--- src/rtl/register_bank_moded.sv ---
// -----------------------------------------------------------------------------
// register_bank_moded
//
// Bank of NUM_REG registers, each DWIDTH bits wide, whose behaviour is set
// per register by REG_MODE:
//   00 RW    : byte-enabled writes load din; reads return the feedback word.
//   01 RO    : no storage; regdata and reads follow the feedback word.
//   10 W1C   : hardware sets bits, software clears them by writing 1s;
//              a set wins over a clear in the same cycle.
//   11 PULSE : a write shows din for one cycle, then the register drops to 0.
//              Reads always return 0.
//
// Parameters
//   DWIDTH   register width in bits (multiple of 8)
//   NUM_REG  number of registers
//   ALINES   address width, 2**ALINES >= NUM_REG
//   RST_VAL  DWIDTH*NUM_REG reset image; slice i is the reset value of reg i
//   REG_MODE 2*NUM_REG mode image; slice i is the mode of reg i
//
// Ports
//   clk        rising-edge clock
//   rst        asynchronous active-high reset
//   cs         chip select; qualifies wr, rd and the decode
//   wr, rd     write / read strobes
//   addr       register address
//   din        write data
//   be         byte enables, be[k] covers din[8k+7:8k]
//   hw_set     per-register set bits (W1C registers only)
//   dfbck      per-register feedback/status data (RW and RO)
//   regdata    current contents of every register
//   decd       one-hot combinational address decode (cs && addr==i)
//   dout       registered read data, held between reads
//   dout_valid one-cycle strobe marking a read response
//   addr_err   one-cycle strobe after an out-of-range access
// -----------------------------------------------------------------------------
module register_bank_moded #(
  parameter int                        DWIDTH   = 16,
  parameter int                        NUM_REG  = 8,
  parameter int                        ALINES   = 7,
  parameter logic [DWIDTH*NUM_REG-1:0] RST_VAL  = '0,
  parameter logic [2*NUM_REG-1:0]      REG_MODE = '0
) (
  input  logic                        clk,
  input  logic                        rst,
  input  logic                        cs,
  input  logic                        wr,
  input  logic                        rd,
  input  logic [ALINES-1:0]           addr,
  input  logic [DWIDTH-1:0]           din,
  input  logic [DWIDTH/8-1:0]         be,
  input  logic [DWIDTH*NUM_REG-1:0]   hw_set,
  input  logic [DWIDTH*NUM_REG-1:0]   dfbck,
  output logic [DWIDTH*NUM_REG-1:0]   regdata,
  output logic [NUM_REG-1:0]          decd,
  output logic [DWIDTH-1:0]           dout,
  output logic                        dout_valid,
  output logic                        addr_err
);

  localparam int NUM_BYTES = DWIDTH / 8;

  localparam logic [1:0] MODE_RW    = 2'b00;
  localparam logic [1:0] MODE_RO    = 2'b01;
  localparam logic [1:0] MODE_W1C   = 2'b10;
  localparam logic [1:0] MODE_PULSE = 2'b11;

  // One extra bit so NUM_REG == 2**ALINES still fits in the comparison.
  localparam logic [ALINES:0] NUM_REG_A = (ALINES+1)'(NUM_REG);

  // ---------------------------------------------------------------------------
  // Access qualification
  // ---------------------------------------------------------------------------
  logic              in_range;
  logic              rd_acc;
  logic              acc_err;
  logic [DWIDTH-1:0] byte_mask;
  logic [DWIDTH-1:0] rd_data;
  logic [DWIDTH-1:0] rd_src [NUM_REG];

  assign in_range = ({1'b0, addr} < NUM_REG_A);
  // A simultaneous write and read is treated as a write only.
  assign rd_acc   = cs && rd && !wr;
  assign acc_err  = cs && (wr || rd) && !in_range;

  genvar gi;

  // Expand byte enables to a bit mask over the data word.
  generate
    for (gi = 0; gi < NUM_BYTES; gi++) begin : g_mask
      assign byte_mask[gi*8 +: 8] = {8{be[gi]}};
    end
  endgenerate

  // ---------------------------------------------------------------------------
  // Per-register decode, storage and read source
  // ---------------------------------------------------------------------------
  generate
    for (gi = 0; gi < NUM_REG; gi++) begin : g_reg
      localparam logic [ALINES-1:0] IDX       = ALINES'(gi);
      localparam logic [1:0]        MODE      = REG_MODE[2*gi +: 2];
      localparam logic [DWIDTH-1:0] RST_SLICE = RST_VAL[gi*DWIDTH +: DWIDTH];

      logic              we;
      logic [DWIDTH-1:0] fb_slice;
      logic [DWIDTH-1:0] set_slice;

      // decd only fires for in-range indices, so it also gates writes and
      // reads away from out-of-range addresses.
      assign decd[gi]  = cs && (addr == IDX);
      assign we        = decd[gi] && wr;
      assign fb_slice  = dfbck[gi*DWIDTH +: DWIDTH];
      assign set_slice = hw_set[gi*DWIDTH +: DWIDTH];

      if (MODE == MODE_RW) begin : g_rw
        logic [DWIDTH-1:0] value_reg;
        logic [DWIDTH-1:0] value_next;

        always_comb begin
          value_next = value_reg;
          if (we) begin
            value_next = (value_reg & ~byte_mask) | (din & byte_mask);
          end
        end

        always_ff @(posedge clk or posedge rst) begin
          if (rst) begin
            value_reg <= RST_SLICE;
          end else begin
            value_reg <= value_next;
          end
        end

        assign regdata[gi*DWIDTH +: DWIDTH] = value_reg;
        assign rd_src[gi]                   = fb_slice;

      end else if (MODE == MODE_RO) begin : g_ro
        // Pure status register: nothing stored, writes have no target.
        assign regdata[gi*DWIDTH +: DWIDTH] = fb_slice;
        assign rd_src[gi]                   = fb_slice;

      end else if (MODE == MODE_W1C) begin : g_w1c
        logic [DWIDTH-1:0] value_reg;
        logic [DWIDTH-1:0] value_next;
        logic [DWIDTH-1:0] clr_bits;

        assign clr_bits = we ? (din & byte_mask) : '0;

        // Clear first, then OR in the hardware sets so a set always wins.
        always_comb begin
          value_next = (value_reg & ~clr_bits) | set_slice;
        end

        always_ff @(posedge clk or posedge rst) begin
          if (rst) begin
            value_reg <= RST_SLICE;
          end else begin
            value_reg <= value_next;
          end
        end

        assign regdata[gi*DWIDTH +: DWIDTH] = value_reg;
        assign rd_src[gi]                   = value_reg;

      end else begin : g_pulse
        logic [DWIDTH-1:0] value_reg;
        logic [DWIDTH-1:0] value_next;

        // Without a write in this cycle the register falls back to zero;
        // consecutive writes keep it loaded and so stretch the pulse.
        always_comb begin
          value_next = '0;
          if (we) begin
            value_next = din & byte_mask;
          end
        end

        // Reset value is always zero for pulse registers, whatever RST_VAL says.
        always_ff @(posedge clk or posedge rst) begin
          if (rst) begin
            value_reg <= '0;
          end else begin
            value_reg <= value_next;
          end
        end

        assign regdata[gi*DWIDTH +: DWIDTH] = value_reg;
        assign rd_src[gi]                   = '0;
      end
    end
  endgenerate

  // ---------------------------------------------------------------------------
  // Read path
  // ---------------------------------------------------------------------------
  // decd is one-hot (or all zero when out of range), so an OR of the gated
  // sources is the selected word, and out-of-range reads naturally yield 0.
  always_comb begin
    rd_data = '0;
    for (int i = 0; i < NUM_REG; i++) begin
      if (decd[i]) begin
        rd_data = rd_data | rd_src[i];
      end
    end
  end

  logic [DWIDTH-1:0] dout_reg;
  logic              dout_valid_reg;
  logic              addr_err_reg;

  // rd_data is built from pre-edge state, so an hw_set arriving in the read
  // cycle shows up in the register but not in this response.
  always_ff @(posedge clk or posedge rst) begin
    if (rst) begin
      dout_reg       <= '0;
      dout_valid_reg <= 1'b0;
      addr_err_reg   <= 1'b0;
    end else begin
      dout_valid_reg <= rd_acc;
      addr_err_reg   <= acc_err;
      if (rd_acc) begin
        dout_reg <= rd_data;
      end
    end
  end

  assign dout       = dout_reg;
  assign dout_valid = dout_valid_reg;
  assign addr_err   = addr_err_reg;

  // Inputs whose bits are only consumed by some register modes; folding them
  // here gives every bit a load whatever REG_MODE selects.
  logic unused_inputs;
  assign unused_inputs = ^{hw_set, dfbck, din, be};

endmodule

--- config.mk ---
export PLATFORM = sky130hd
export DESIGN_NAME = register_bank_moded
export DESIGN_NICKNAME = d
export VERILOG_FILES = /design/src/rtl/register_bank_moded.sv
export SDC_FILE = /design/constraint.sdc
export NUM_CORES = 1
export LEC_CHECK = 0
export BUFFER_PORTS_ARGS = -buffer_cell sky130_fd_sc_hd__buf_4
export CAP_MARGIN = 20
export CORE_AREA = 2 2 172 174
export DETAILED_ROUTE_END_ITERATION = 10
export DIE_AREA = 0 0 174 176
export GPL_TIMING_DRIVEN = 0
export SLEW_MARGIN = 20
export SYNTH_ARGS = -nofsm -noshare
export SYNTH_HDL_FRONTEND = slang
export SYNTH_SLANG_ARGS = --single-unit
--- constraint.sdc ---
create_clock -name clk -period 5.2 [get_ports clk]
set_clock_uncertainty 0.2 [all_clocks]
set_input_delay 0.26 -clock clk [delete_from_list [all_inputs] [get_ports clk]]
set_output_delay 0.26 -clock clk [all_outputs]
set_load 0.02 [all_outputs]
==> flow_summary.json <==
{
  "worstPathRequired_ns": 4.74,
  "rr_worst_depth": 1,
  "detailed_place_hpwl_mm": 18.9,
  "final_area_sq_mm": 0.0102,
  "synthTopCellsByCount": "dfrtp_1 (146), mux2_2 (134), nand2_1 (40)",
  "yosysUniqueCellTypes": 40,
  "fin_cells": 1204,
  "synth_nets": 746,
  "die_w_microns": 174,
  "finalSetupViolations": 0,
  "p_per_area_mw_per_mm2": 276,
  "p_sw_frac": 0.273,
  "clkPwrFrac": 0.445,
  "outcome": "finished, final reports clean",
  "tns_ns": 0,
  "syn-cell-area_sq_mm": 0.00657,
  "hold-path-cell-count": 4,
  "ctsRootBufferMaster": "clkbuf_16",
  "syn_area_per_cell_sq_um": 14.3,
  "overflow": 0,
  "grt_pass1_vias": 5806,
  "area.growth.synth_to_final_pct": 55.1,
  "hp-class": "in2reg",
  "synth.most_common_cell": "dfrtp_1",
  "cts_buffer_depth": 2,
  "irDropWorstVdd_mv": 0.182,
  "placed_cells": 1153,
  "synth_top_cell_by_area": "dfrtp_1",
  "crit_type": "in2out",
  "track_usage": 0.163,
  "internal-power_mw": 2.04,
  "htree_levels": 4,
  "gp_congestion": 0.883,
  "ys_ff_latch": 146,
  "antenna_cells": 0,
  "numCtsBuffers": 17,
  "first_iter_violations": 207,
  "antenna_found_initial": 0,
  "period_share": 0.544,
  "fmax_mhz": 353,
  "port_buffers": 308,
  "slew_viol_final": 0,
  "crit_path_max_fanout": 10,
  "num_vias": 5428,
  "start_util": 0.230,
  "yosysTopAreaCellShare": 0.556,
  "crit_top_cell": "buf_1",
  "rsz0062_at_grt": "false",
  "p_switching_mw": 0.767,
  "die_area_sq_mm": 0.0306,
  "viasPerCell": 4.51,
  "yosys-top-cells-area": "dfrtp_1 (56%), mux2_2 (23%), mux4_2 (6.9%), nand2_1 (2.3%), a22o_1 (1.9%)",
  "die_h_microns": 176,
  "yosysSeqAreaShare": 0.556,
  "cpMaxStageDelayCell": "clkbuf_1",
  "cts_setup_buffers": 0,
  "drive_gt1_frac": 0.624,
  "crit_chain": "buf_2, buf_1, buf_1, clkbuf_1, nor3_1, buf_4",
  "nets": 1093,
  "drtAntennaViolNets": 0,
  "leakagePower_nw": 5.27,
  "crit_start": "addr[0]",
  "r2r_start": "dout[13]",
  "synthArstFlopShare": 1.00,
  "io_pins": 440,
  "cts_tree": "built",
  "synthCells": 460,
  "min-delay-start": "dfbck[13]",
  "period_minus_slack_ns": 2.83,
  "synth_warnings": 0,
  "post_cts_resized": 0,
  "max_slew_margin": 0.280,
  "cts.clk_slew.worst_paths_ns": 0.06,
  "final_util": 0.357,
  "hold_viol": 0,
  "endpoint_kind": "output port",
  "clk_latency_ns": 0.41,
  "std_cell_rows": 62,
  "pre_cts_slack_ns": 2.22,
  "core_sq_mm": 0.0285,
  "wire_per_inst_microns": 20.8,
  "fin_ws_ns": 2.37,
  "dpl_cell_area_sq_mm": 0.00939,
  "tightest_slew_ns": 1.07,
  "route.detailed.drc": 0,
  "synth_edf_count": 0,
  "cpPeakStageDelay_ns": 0.58,
  "synthFlopType": "dfrtp_1",
  "cp-start-kind": "input port",
  "first_pass_iters": 5,
  "drt-total-wl_mm": 25.1,
  "grt_pass1_wl_mm": 37.1,
  "maxCapViolCount": 0,
  "cts.sinks": 146,
  "grt_start_max_net_pins": 83,
  "comb_power_share": 0.135,
  "cp.arrival_ns": 2.37,
  "seqPwrFrac": 0.420
}
-- final timing paths --
check	to	slack, ns
min in group asynchronous	asynchronous set/reset pin	0.21
min	dout[13]	0.07
max reg2reg	dout[13]	4.18
max	decd[0]	2.37
min reg2reg	flip-flop	0.31
max in group asynchronous	dout[7]	3.80
-- cells in the final DEF, fill, tap and decap left out, drive strengths merged, types with 2 or more instances in the layout --
master / n
nand3: 4
dlygate4sd3: 19
a21oi: 4
nand2: 40
buf: 321
clkbuf: 27
o21ai: 3
clkinv: 4
a22o: 14
clkinvlp: 3
nor3: 11
nand2b: 2
dfrtp: 146
nor2b: 3
nor2: 14
inv: 11
mux4: 20
and3b: 2
a221o: 3
a211o: 3
nand4: 2
a221oi: 2
and3: 2
a22oi: 2
mux2: 134
mux2i: 10
-- layout make-up --
type                            instances  area, sq um
Tap cell                              384          480
Multi-Input combinational cell        288         2800
Timing Repair Buffer                  328         2530
Inverter                                4         22.5
Clock inverter                         15          170
Sequential cell                       146         3650
Fill cell                            2851        18400
Buffer                                 22          100
Clock buffer                           17          425
-- what timing repair did --
| action | in CTS | in global routing |
|---|---|---|
| hold buffers | 19 | 0 |
| endpoints found under the hold margin | 193 | 0 |
| endpoints found under the setup margin | 0 | 0 |
-- logic make-up after synthesis --
family	share of synthesized area
simple gates	0.0652
mux	0.314
flops	0.556
compound gates	0.0473
buf+inv	0.0175
-- per-layer routing --
metal,part of all wire,global-route usage
met5,0,0
met2,0.47,0.267
met1,0.41,0.197
met4,0.023,0.0574
met3,0.091,0.0627
-- worst max-delay path, delay by kind of cell --
kind          cells  cell delay [ns]
buf+inv           5             1.94
simple gates      1             0.17
-- through the flow --
stage	total power, mW	hold WS [ns]
after floorplan	1.36	0.201
after detailed placement	1.57	0.121
final	2.81	0.0652
after CTS	2.85	0.0382
after global placement	1.57	0.290
after global routing	2.92	0.0614
-- power by group through the flow --
| stage | logic, mW | registers, mW | clock network [mW] |
|---|---|---|---|
| after floorplan | 0.126 | 1.24 | 0 |
| after global placement | 0.367 | 1.20 | 0 |
| after detailed placement | 0.372 | 1.20 | 0 |
| after CTS | 0.385 | 1.18 | 1.29 |
| after global routing | 0.407 | 1.18 | 1.33 |
| final | 0.379 | 1.18 | 1.25 |
(Power assumes the default switching activity.)
